[config.mk]
export PLATFORM = sky130hd
export DESIGN_NAME = serv_bufreg_seq
export DESIGN_NICKNAME = d
export VERILOG_FILES = /design/src/rtl/serv_bufreg_seq.sv
export SDC_FILE = /design/constraint.sdc
export NUM_CORES = 1
export LEC_CHECK = 0
export CAP_MARGIN = 20
export CELL_PAD_IN_SITES_DETAIL_PLACEMENT = 0
export CELL_PAD_IN_SITES_GLOBAL_PLACEMENT = 1
export CORE_AREA = 2 2 56 58
export CTS_CLUSTER_DIAMETER = 120
export DETAILED_ROUTE_END_ITERATION = 10
export DIE_AREA = 0 0 58 60
export GPL_ROUTABILITY_DRIVEN = 0
export PLACE_DENSITY_LB_ADDON = 0.15
export SLEW_MARGIN = 30
export SYNTH_ARGS = -nofsm -noshare
export SYNTH_HDL_FRONTEND = slang
export SYNTH_SLANG_ARGS = --single-unit
[constraint.sdc]
create_clock -name i_clk -period 2.35 [get_ports i_clk]
set_clock_uncertainty 0.05 [all_clocks]
set_input_delay 0.235 -clock i_clk [delete_from_list [all_inputs] [get_ports i_clk]]
set_output_delay 0.235 -clock i_clk [all_outputs]
set_load 0.05 [all_outputs]
[src/rtl/serv_bufreg_seq.sv]
// Sequencer for the nibble-serial buffer register.
// It takes one operation per start pulse and steps through INIT, SHIFT, MEM
// and RUN. It drives the buffer register strobes, the low bits of the shift
// counter and the dbus cycle request.
module serv_bufreg_seq #(
    parameter int BITS_PER_CYCLE = 4,
    parameter int LB             = $clog2(BITS_PER_CYCLE),
    parameter int CW             = $clog2(32 / BITS_PER_CYCLE)
) (
    input  logic          i_clk,
    input  logic          i_rst,
    input  logic          i_start,
    input  logic          i_mem_op,
    input  logic          i_shift_op,
    input  logic [4:0]    i_shamt,
    input  logic          i_dbus_ack,
    output logic          o_busy,
    output logic          o_done,
    output logic          o_en,
    output logic          o_init,
    output logic          o_cnt0,
    output logic          o_cnt1,
    output logic [LB-1:0] o_shift_counter_lsb,
    output logic          o_dbus_cyc
);

    typedef enum logic [2:0] {
        IDLE  = 3'd0,
        INIT  = 3'd1,
        SHIFT = 3'd2,
        MEM   = 3'd3,
        RUN   = 3'd4
    } state_t;

    // Last count of an 8-cycle word phase (at the default width)
    localparam logic [CW-1:0] LAST = CW'(32 / BITS_PER_CYCLE - 1);

    state_t        state_q, state_d;
    logic [CW-1:0] cnt_q, cnt_d;
    logic          mem_q, mem_d;
    logic          shift_q, shift_d;
    // The bulk shift count is the number of whole BITS_PER_CYCLE steps. It
    // is always below 32/BITS_PER_CYCLE, so it fits in the phase counter width.
    logic [CW-1:0] bulk_q, bulk_d;
    logic [LB-1:0] lsb_q, lsb_d;

    logic          last_phase;
    assign last_phase = (cnt_q == LAST);

    // Next-state, phase counter and operation latch logic
    always_comb begin
        state_d = state_q;
        cnt_d   = cnt_q + CW'(1);
        mem_d   = mem_q;
        shift_d = shift_q;
        bulk_d  = bulk_q;
        lsb_d   = lsb_q;

        case (state_q)
            IDLE: begin
                cnt_d = '0;
                if (i_start) begin
                    // If both op flags are set, a memory op takes priority over a shift op
                    mem_d   = i_mem_op;
                    shift_d = i_shift_op & ~i_mem_op;
                    bulk_d  = CW'(i_shamt >> LB);
                    lsb_d   = (i_shift_op & ~i_mem_op) ? i_shamt[LB-1:0] : '0;
                    state_d = INIT;
                end
            end
            INIT: begin
                if (last_phase) begin
                    cnt_d = '0;
                    if (mem_q)
                        state_d = MEM;
                    else if (shift_q && (bulk_q != '0))
                        state_d = SHIFT;
                    else if (shift_q)
                        state_d = RUN;
                    else
                        state_d = IDLE;
                end
            end
            SHIFT: begin
                if (cnt_q == bulk_q - CW'(1)) begin
                    cnt_d   = '0;
                    state_d = RUN;
                end
            end
            MEM: begin
                cnt_d = '0;
                if (i_dbus_ack)
                    state_d = IDLE;
            end
            RUN: begin
                if (last_phase) begin
                    cnt_d   = '0;
                    state_d = IDLE;
                end
            end
            default: begin
                cnt_d   = '0;
                state_d = IDLE;
            end
        endcase

        // The latched shift amount reads zero whenever the sequencer is idle
        if (state_d == IDLE) begin
            lsb_d   = '0;
            mem_d   = 1'b0;
            shift_d = 1'b0;
        end
    end

    // State and operation registers with asynchronous reset to IDLE
    always_ff @(posedge i_clk or posedge i_rst) begin
        if (i_rst) begin
            state_q <= IDLE;
            cnt_q   <= '0;
            mem_q   <= 1'b0;
            shift_q <= 1'b0;
            bulk_q  <= '0;
            lsb_q   <= '0;
        end else begin
            state_q <= state_d;
            cnt_q   <= cnt_d;
            mem_q   <= mem_d;
            shift_q <= shift_d;
            bulk_q  <= bulk_d;
            lsb_q   <= lsb_d;
        end
    end

    // Output decode from the registered state. Only o_done in MEM follows
    // the ack input, so the done pulse lands on the ack cycle itself.
    always_comb begin
        o_busy              = (state_q != IDLE);
        o_en                = (state_q == INIT) || (state_q == SHIFT) || (state_q == RUN);
        o_init              = (state_q == INIT);
        o_cnt0              = ((state_q == INIT) || (state_q == RUN)) && (cnt_q == CW'(0));
        o_cnt1              = ((state_q == INIT) || (state_q == RUN)) && (cnt_q == CW'(1));
        o_dbus_cyc          = (state_q == MEM);
        o_shift_counter_lsb = lsb_q;
        o_done              = ((state_q == INIT) && last_phase && !mem_q && !shift_q) ||
                              ((state_q == RUN) && last_phase) ||
                              ((state_q == MEM) && i_dbus_ack);
    end

endmodule

---- After elaboration in Yosys (flattened, before gate mapping) ----
Cells that the tools add are included.
Widths: inputs -> output; s select.
word-level totals
  register bits after elaboration ......... 13
  input port bits ......................... 11
  output and inout port bits .............. 9
  logic and storage cells ................. 64
operators by class
  add/sub/neg operators ................... 2
  equality and inequality tests ........... 7
  mux-type cells .......................... 22
  bitwise operators ....................... 2
  reduce and logical (&&, ||, !) cells .... 25
operators by type and width
  operator             number
  $mux 3               10
  $pmux 3 s5           1
  $logic_not 3->1      3
  $logic_and 1x1->1    8
  $mux 2               4
  $eq 3x1->1 const B   2
  $eq 3x2->1 const B   2
  $eq 3x3->1 const B   2
  $mux 1               6
  $pmux 3 s2           1
  $reduce_bool 3->1    2
  $logic_or 1x1->1     5
  $reduce_and 2->1     2
  $reduce_bool 2->1    2
  $add 3x1->3 const B  1
  $eq 3x3->1           1
  $sub 3x1->3 const B  1
  $logic_not 1->1      2
  $reduce_or 2->1      1
  $and 1x1->1          1
  $not 1->1            1

---- Longest topological paths before layout ----
Gate-level depths: netlist of the first run.
  depth after elaboration ................. 9
  mapped depth ............................ 7
  gate-level depth less buffers ........... 7

---- Least setup slack after synthesis of the first run ----
No wires, ideal clock.
  kind .................................... reg-to-output
  from .................................... reg cnt_q[0]
  to ...................................... out o_done
  arrival time ............................ 2.152 ns
  data required time ...................... 2.065 ns
  setup slack ............................. -0.087 ns
  stages on the path, launching flop included .. 6
  path buffers ............................ 0
  path through ............................ dfrtp_1 ha_1 ha_1 nor3b_2 nand2_1 o21ai_0
on the way
  word-level cells in the longest chain between the ends .. 6
  elaborated cells on any way between the ends .. 7
  those cells by class .................... eq/ne: 1; reduce/logical: 6
RTL lines
  item                            RTL line  text
  start, declared                 39        logic [CW-1:0] cnt_q, cnt_d;
  start signal, assigned          126       cnt_q <= cnt_d;
  $eq 3x3->1 (*)                  48        assign last_phase = (cnt_q == LAST);
  $logic_and 1x1->1 (3 in a row)  144       o_done = ((state_q == INIT) && last_phase && !mem_q && !shift_q) ||
  $logic_or 1x1->1 (*)            144
  $logic_or 1x1->1 (*)            145       ((state_q == RUN) && last_phase) ||
  end, declared                   18        output logic o_done,
Mark *: on every way between the ends. The rest lies on a longest branch, timed or not.

---- Worst setup path after layout of the first run ----
  from .................................... reg state_q[0]
  to ...................................... out o_dbus_cyc
on the way
  word-level cells in the longest chain between the ends .. 1
RTL lines
  item                    RTL line  text
  start, declared         38        state_t state_q, state_d;
  start signal, assigned  125       state_q <= state_d;
  $eq 3x2->1              142       o_dbus_cyc = (state_q == MEM);
  end, declared           24        output logic o_dbus_cyc
Every way passes these cells.

==> run summary, run 1 <==
outcome - completed
Synth Instances - 82
Slew HR - 0.663
total grt overflow - 0
Via Count - 665
DR pass1 iterations - 4
peak supply drop - 0.000646 V
clk buf depth - 2
Worst Path Required - 2070 ps
Finished Cell Area - 0.00110 mm²
Reg clk slew, reported paths - 80 ps
Die ar. - 0.00348 mm²
Initial Utilization - 0.287
Slew Limit Fails - 0
sequential area share after synthesis - 0.390
CP Max Fanout - 14
slowest cell delay on critical path - 810 ps
initial antenna violation count - 0
Critical Path, Cell by Cell - and3_1 -> clkdlybuf4s50_1
met3 usage - 0.0476
minimum clock period - 2240 ps
worst setup margin - 107 ps
Final Hold Fails - 0
Core ar. - 0.00290 mm²
Final setup viols - 0
Avg Cell Area, Syn - 10.2 µm²
combinational power share - 0.607
Hold Worst Slack - 229 ps
Synth Flop Type - dfrtp_1
Seq cells post-synth - 13
GR Util All Layers - 0.108
asr flop ratio synth - 1.00
die width - 58 µm
number of top-level pins - 20
Reg2Reg Setup Slack - 520 ps
pin count of the biggest net entering global routing - 15
Critical Path End Type - primary output
met2 GRT Util - 0.182
Hold Crit Class - primary input to async pin
# port buffers - 19
Critical R2R Launch - cnt_q[0]
Final Core Density - 0.379
global route hottest layer - met2
Area growth, synth to finish - 31.8%
TritonCTS sink count - 13
Psw - 687 µW
crit share post-route - 0.955
Clock power frac - 0.097
cell area after synthesis - 835 µm²
CP max stage cell - clkdlybuf4s50_1
post-placement cell area - 0.00107 mm²
register share of total power - 0.296
Tot Pwr - 1.44 mW
final wirelength - 1720 µm
DP Cell Count - 132
LEAKAGE - 0.499 nW
Die Ht - 60 µm
Worst Path Arrival - 1960 ps
maximum clock frequency - 446 MHz
sequential standard cell area - 325 µm²
worst reg2reg path depth - 7
Critical Path Source Type - flop
dpl ws - 405 ps
actual slew at the worst max-slew pin - 505 ps
post-route ant nets - 0
detailed placer's ending HPWL - 1340 µm
Worst-Skew Late Latency - 270 ps
RSZ-0062 raised after global routing - false
synth warn - 0
switch share - 0.478
met1 Resource Use GR - 0.124
H-tree depth - 1
Int Power - 749 µW
Synth cell types - 32
Post-synth EDFFs - 0
CTS tree - built
pwr dens - 1300 mW/mm²
Mapped Nets - 99
share of cells above drive strength 1 - 0.126
setup bufs post-CTS - 0
Num CTS Buffers - 3
Finished Layout Cells - 136
Vias/cell - 4.89
vias in the first global route - 654
FP Rows - 20
max cap viols - 0
routed len/inst - 12.7 µm
DR DRC count - 0
area of the multi-input gates - 449 µm²
# fillers - 310
setup TNS - 0 ps
DRT iter0 DRCs - 8
WS Path Type - flop to primary output
antenna cells - 0
CTS root buf - clkbuf_4
global-route wire length before repair - 2790 µm
end of the worst register-to-register path - o_shift_counter_lsb[0]
Final nets - 121
## critical path, delay by kind of cell (launching register included)
kind                   cells  cell delay [ps]
buffers and inverters      1              810
DFF                        1              620
and+or+nand+nor            1              250
## state kept, by name, summed over array words and instances (netlist names)
name                 count
shift_q                  1
bulk_q                   3
state_q                  3
cnt_q                    3
o_shift_counter_lsb      2
mem_q                    1
## power by group through the flow
stage / Clock [mW] / Sequential [mW] / Combinational, mW
floorplan: 0 / 0.410 / 0.618
global placement: 0 / 0.429 / 0.886
detailed placement: 0 / 0.426 / 0.888
CTS: 0.147 / 0.423 / 0.890
global route: 0.161 / 0.438 / 0.960
finish: 0.140 / 0.424 / 0.871
## cells in the mapped netlist, types with 3 or more instances
| cell | n | share of area |
|---|---|---|
| dfrtp_1 | 13 | 0.39 |
| ha_1 | 6 | 0.090 |
| inv_1 | 8 | 0.036 |
| mux2_1 | 3 | 0.040 |
| nand2_1 | 6 | 0.027 |
| nand2b_1 | 3 | 0.022 |
| nor2_1 | 5 | 0.022 |
| nor2b_1 | 4 | 0.030 |
| xor2_1 | 3 | 0.031 |
## layer usage
| metal | vias to the layer above | routed length, µm |
|---|---|---|
| li1 | 332 | - |
| met1 | 321 | 765 |
| met2 | 10 | 857 |
| met3 | 2 | 89 |
| met4 | 0 | 8 |
| met5 | - | 0 |
## cell usage in the layout, fill, tap and decap left out, types with 2 or more instances in the layout
cell and instances:
a21o_1 2, a22o_1 2, buf_12 3, buf_4 2
clkbuf_4 3, clkdlybuf4s50_1 14, dfrtp_1 13, ha_1 6
inv_1 8, mux2_1 3, nand2_1 6, nand2b_1 3
nand3_1 2, nor2_1 5, nor2b_1 4, nor3b_1 2
nor3b_2 2, o2111ai_1 2, xor2_1 3
## logic make-up (layout without fill, tap and decap cells)
| family | count (synthesis) | count (layout) | share of synthesized area |
|---|---|---|---|
| AO/OA/AOI/OAI | 17 | 17 | 0.162 |
| XOR/XNOR | 3 | 3 | 0.0315 |
| adder cells (fa/ha/maj) | 6 | 6 | 0.0900 |
| buffers and inverters | 11 | 32 | 0.0720 |
| flip-flops | 13 | 13 | 0.390 |
| multiplexers | 3 | 3 | 0.0405 |
| AND/OR/NAND/NOR | 29 | 29 | 0.214 |
## cell type report
type	instances	area share
multi-input combinational	58	0.408
sequential	13	0.296
timing repair buffer	20	0.207
tap	33	0.0375
inverter	8	0.0273
clock buffer	4	0.0239
## worst max path at each step
stage                from    endpoint
3_5_place_dp   state_q[0]      o_init
2_1_floorplan  state_q[2]      o_cnt1
6_report       state_q[0]  o_dbus_cyc
4_1_cts        state_q[0]      o_init
3_3_place_gp   state_q[0]      o_init
5_1_grt        state_q[0]  o_dbus_cyc
## repair_timing
| action | 4_1_cts | 5_1_grt |
|---|---|---|
| hold buffers | 0 | 0 |
| gates resized for setup | 0 | 1 |
| endpoints found under the setup margin | 0 | 1 |
| hold endpoints to repair | 0 | 0 |
No activity file was read; power rests on OpenSTA's default activity.
==> run 2: changes to the inputs <==
--- a/config.mk
+++ b/config.mk
@@ -14,7 +14,7 @@
 export DIE_AREA = 0 0 58 60
 export GPL_ROUTABILITY_DRIVEN = 0
 export PLACE_DENSITY_LB_ADDON = 0.15
-export SLEW_MARGIN = 30
+export SETUP_SLACK_MARGIN = 0.2
 export SYNTH_ARGS = -nofsm -noshare
 export SYNTH_HDL_FRONTEND = slang
 export SYNTH_SLANG_ARGS = --single-unit
==> run 2 against run 1 <==
Sequential cell count unchanged. Utilization shrank 0.69 points. Global-route usage fell by 0.072 points. Non-clock buffer count stayed put. Sequential power up 1%. Highest routed layer is now met3.
==> run summary, run 2 (same netlist as run 1, synthesis figures left out) <==
outcome - completed
number of top-level pins - 20
Slew HR - 0.668
Area growth, synth to finish - 29.4%
final wirelength - 1640 µm
Hold Crit Class - primary input to async pin
setup bufs post-CTS - 0
DR pass1 iterations - 4
Critical Path End Type - primary output
Tot Pwr - 1.37 mW
Final nets - 121
initial antenna violation count - 0
Critical Path Source Type - flop
Reg clk slew, reported paths - 80 ps
Initial Utilization - 0.287
# fillers - 314
met1 Resource Use GR - 0.153
Finished Layout Cells - 136
Via Count - 672
met3 usage - 0.0216
Vias/cell - 4.94
GR Util All Layers - 0.107
met2 GRT Util - 0.164
Final Hold Fails - 0
DP Cell Count - 132
maximum clock frequency - 501 MHz
hold buffer count at cts - 0
WS Path Type - flop to primary output
share of cells above drive strength 1 - 0.155
minimum clock period - 2000 ps
max cap viols - 0
antenna cells - 0
post-route ant nets - 0
global-route wire length before repair - 2890 µm
DRT iter0 DRCs - 8
total grt overflow - 0
post-cts resize count - 3
CP Max Fanout - 5
global route hottest layer - met2
Core ar. - 0.00290 mm²
Final setup viols - 0
DR DRC count - 0
vias in the first global route - 648
setup TNS - 0 ps
Worst Path Required - 2070 ps
TritonCTS sink count - 13
Slew Limit Fails - 0
H-tree depth - 1
CTS tree - built
Die Ht - 60 µm
dpl ws - 399 ps
pin count of the biggest net entering global routing - 15
clk buf depth - 2
Worst Path Arrival - 1710 ps
biggest regs - bulk_q: 3 flops, cnt_q: 3 flops, state_q: 3 flops
pwr dens - 1270 mW/mm²
worst setup margin - 353 ps
peak supply drop - 0.000539 V
Worst-Skew Late Latency - 270 ps
crit share post-route - 0.850
most frequent cells in the layout - dfrtp_1 (12), clkdlybuf4s50_1 (12), inv_1 (8)
RSZ-0062 raised after global routing - false
Num CTS Buffers - 3
FP Rows - 20
Die ar. - 0.00348 mm²
routed len/inst - 12.0 µm
actual slew at the worst max-slew pin - 497 ps
die width - 58 µm
detailed placer's ending HPWL - 1330 µm
# port buffers - 19
LEAKAGE - 0.496 nW
CTS root buf - clkbuf_4
[run 2: cell count changes in the layout (fill, tap and decap cells not counted), sizes merged]
cell           before  now
dlygate4sd2         0    3
clkdlybuf4s50      14   12
dlymetal6s2s        1    0
[run 2: worst paths after layout]
path,slack (ps),endpoint,start,depth (start not counted)
worst max-delay path,350,o_done,cnt_q[0],6
worst min-delay path,230,o_shift_counter_lsb[1],i_rst,2
worst max register to register,490,o_shift_counter_lsb[1],cnt_q[0],6
worst min register to register,450,bulk_q[2],bulk_q[2],1
max in group asynchronous,1660,cnt_q[0],i_rst,2
min in group i_clk,450,bulk_q[2],bulk_q[2],1
[run 2: routing by layer]
metal  part of all wire  up-vias
met5                  0        -
met4                  0        0
met3              0.048        0
met2               0.47       14
met1               0.48      323
li1                   -      335
[run 2: critical path, stage by stage, from the launching register on]
cell     delay, ps
dfrtp_2        440
ha_1           210
ha_1           180
buf_4          150
a32oi_1        170
o21ai_1        130
buf_12         170
[run 2: cell type report]
cell class                      count  area, µm²  area share
Timing Repair Buffer               20        196       0.182
Clock buffer                        4       26.3      0.0243
Inverter                            8       30.0      0.0278
Multi-Input combinational cell     58        459       0.425
Tap cell                           33       41.3      0.0382
Sequential cell                    13        327       0.302
[run 2: report_power, final]
part | switching [mW] | internal, mW | total [mW]
Sequential | 0.117 | 0.312 | 0.429
Combinational | 0.495 | 0.315 | 0.810
Clock | 0.0660 | 0.0656 | 0.132
[run 2: metrics by stage]
stage                util  area [µm²]  hold WS (ps)
floorplan               -         845          62.0
global placement    0.364        1060           431
detailed placement  0.364        1060           437
CTS                 0.372        1080           247
global route        0.372        1080           266
finish              0.372        1080           229
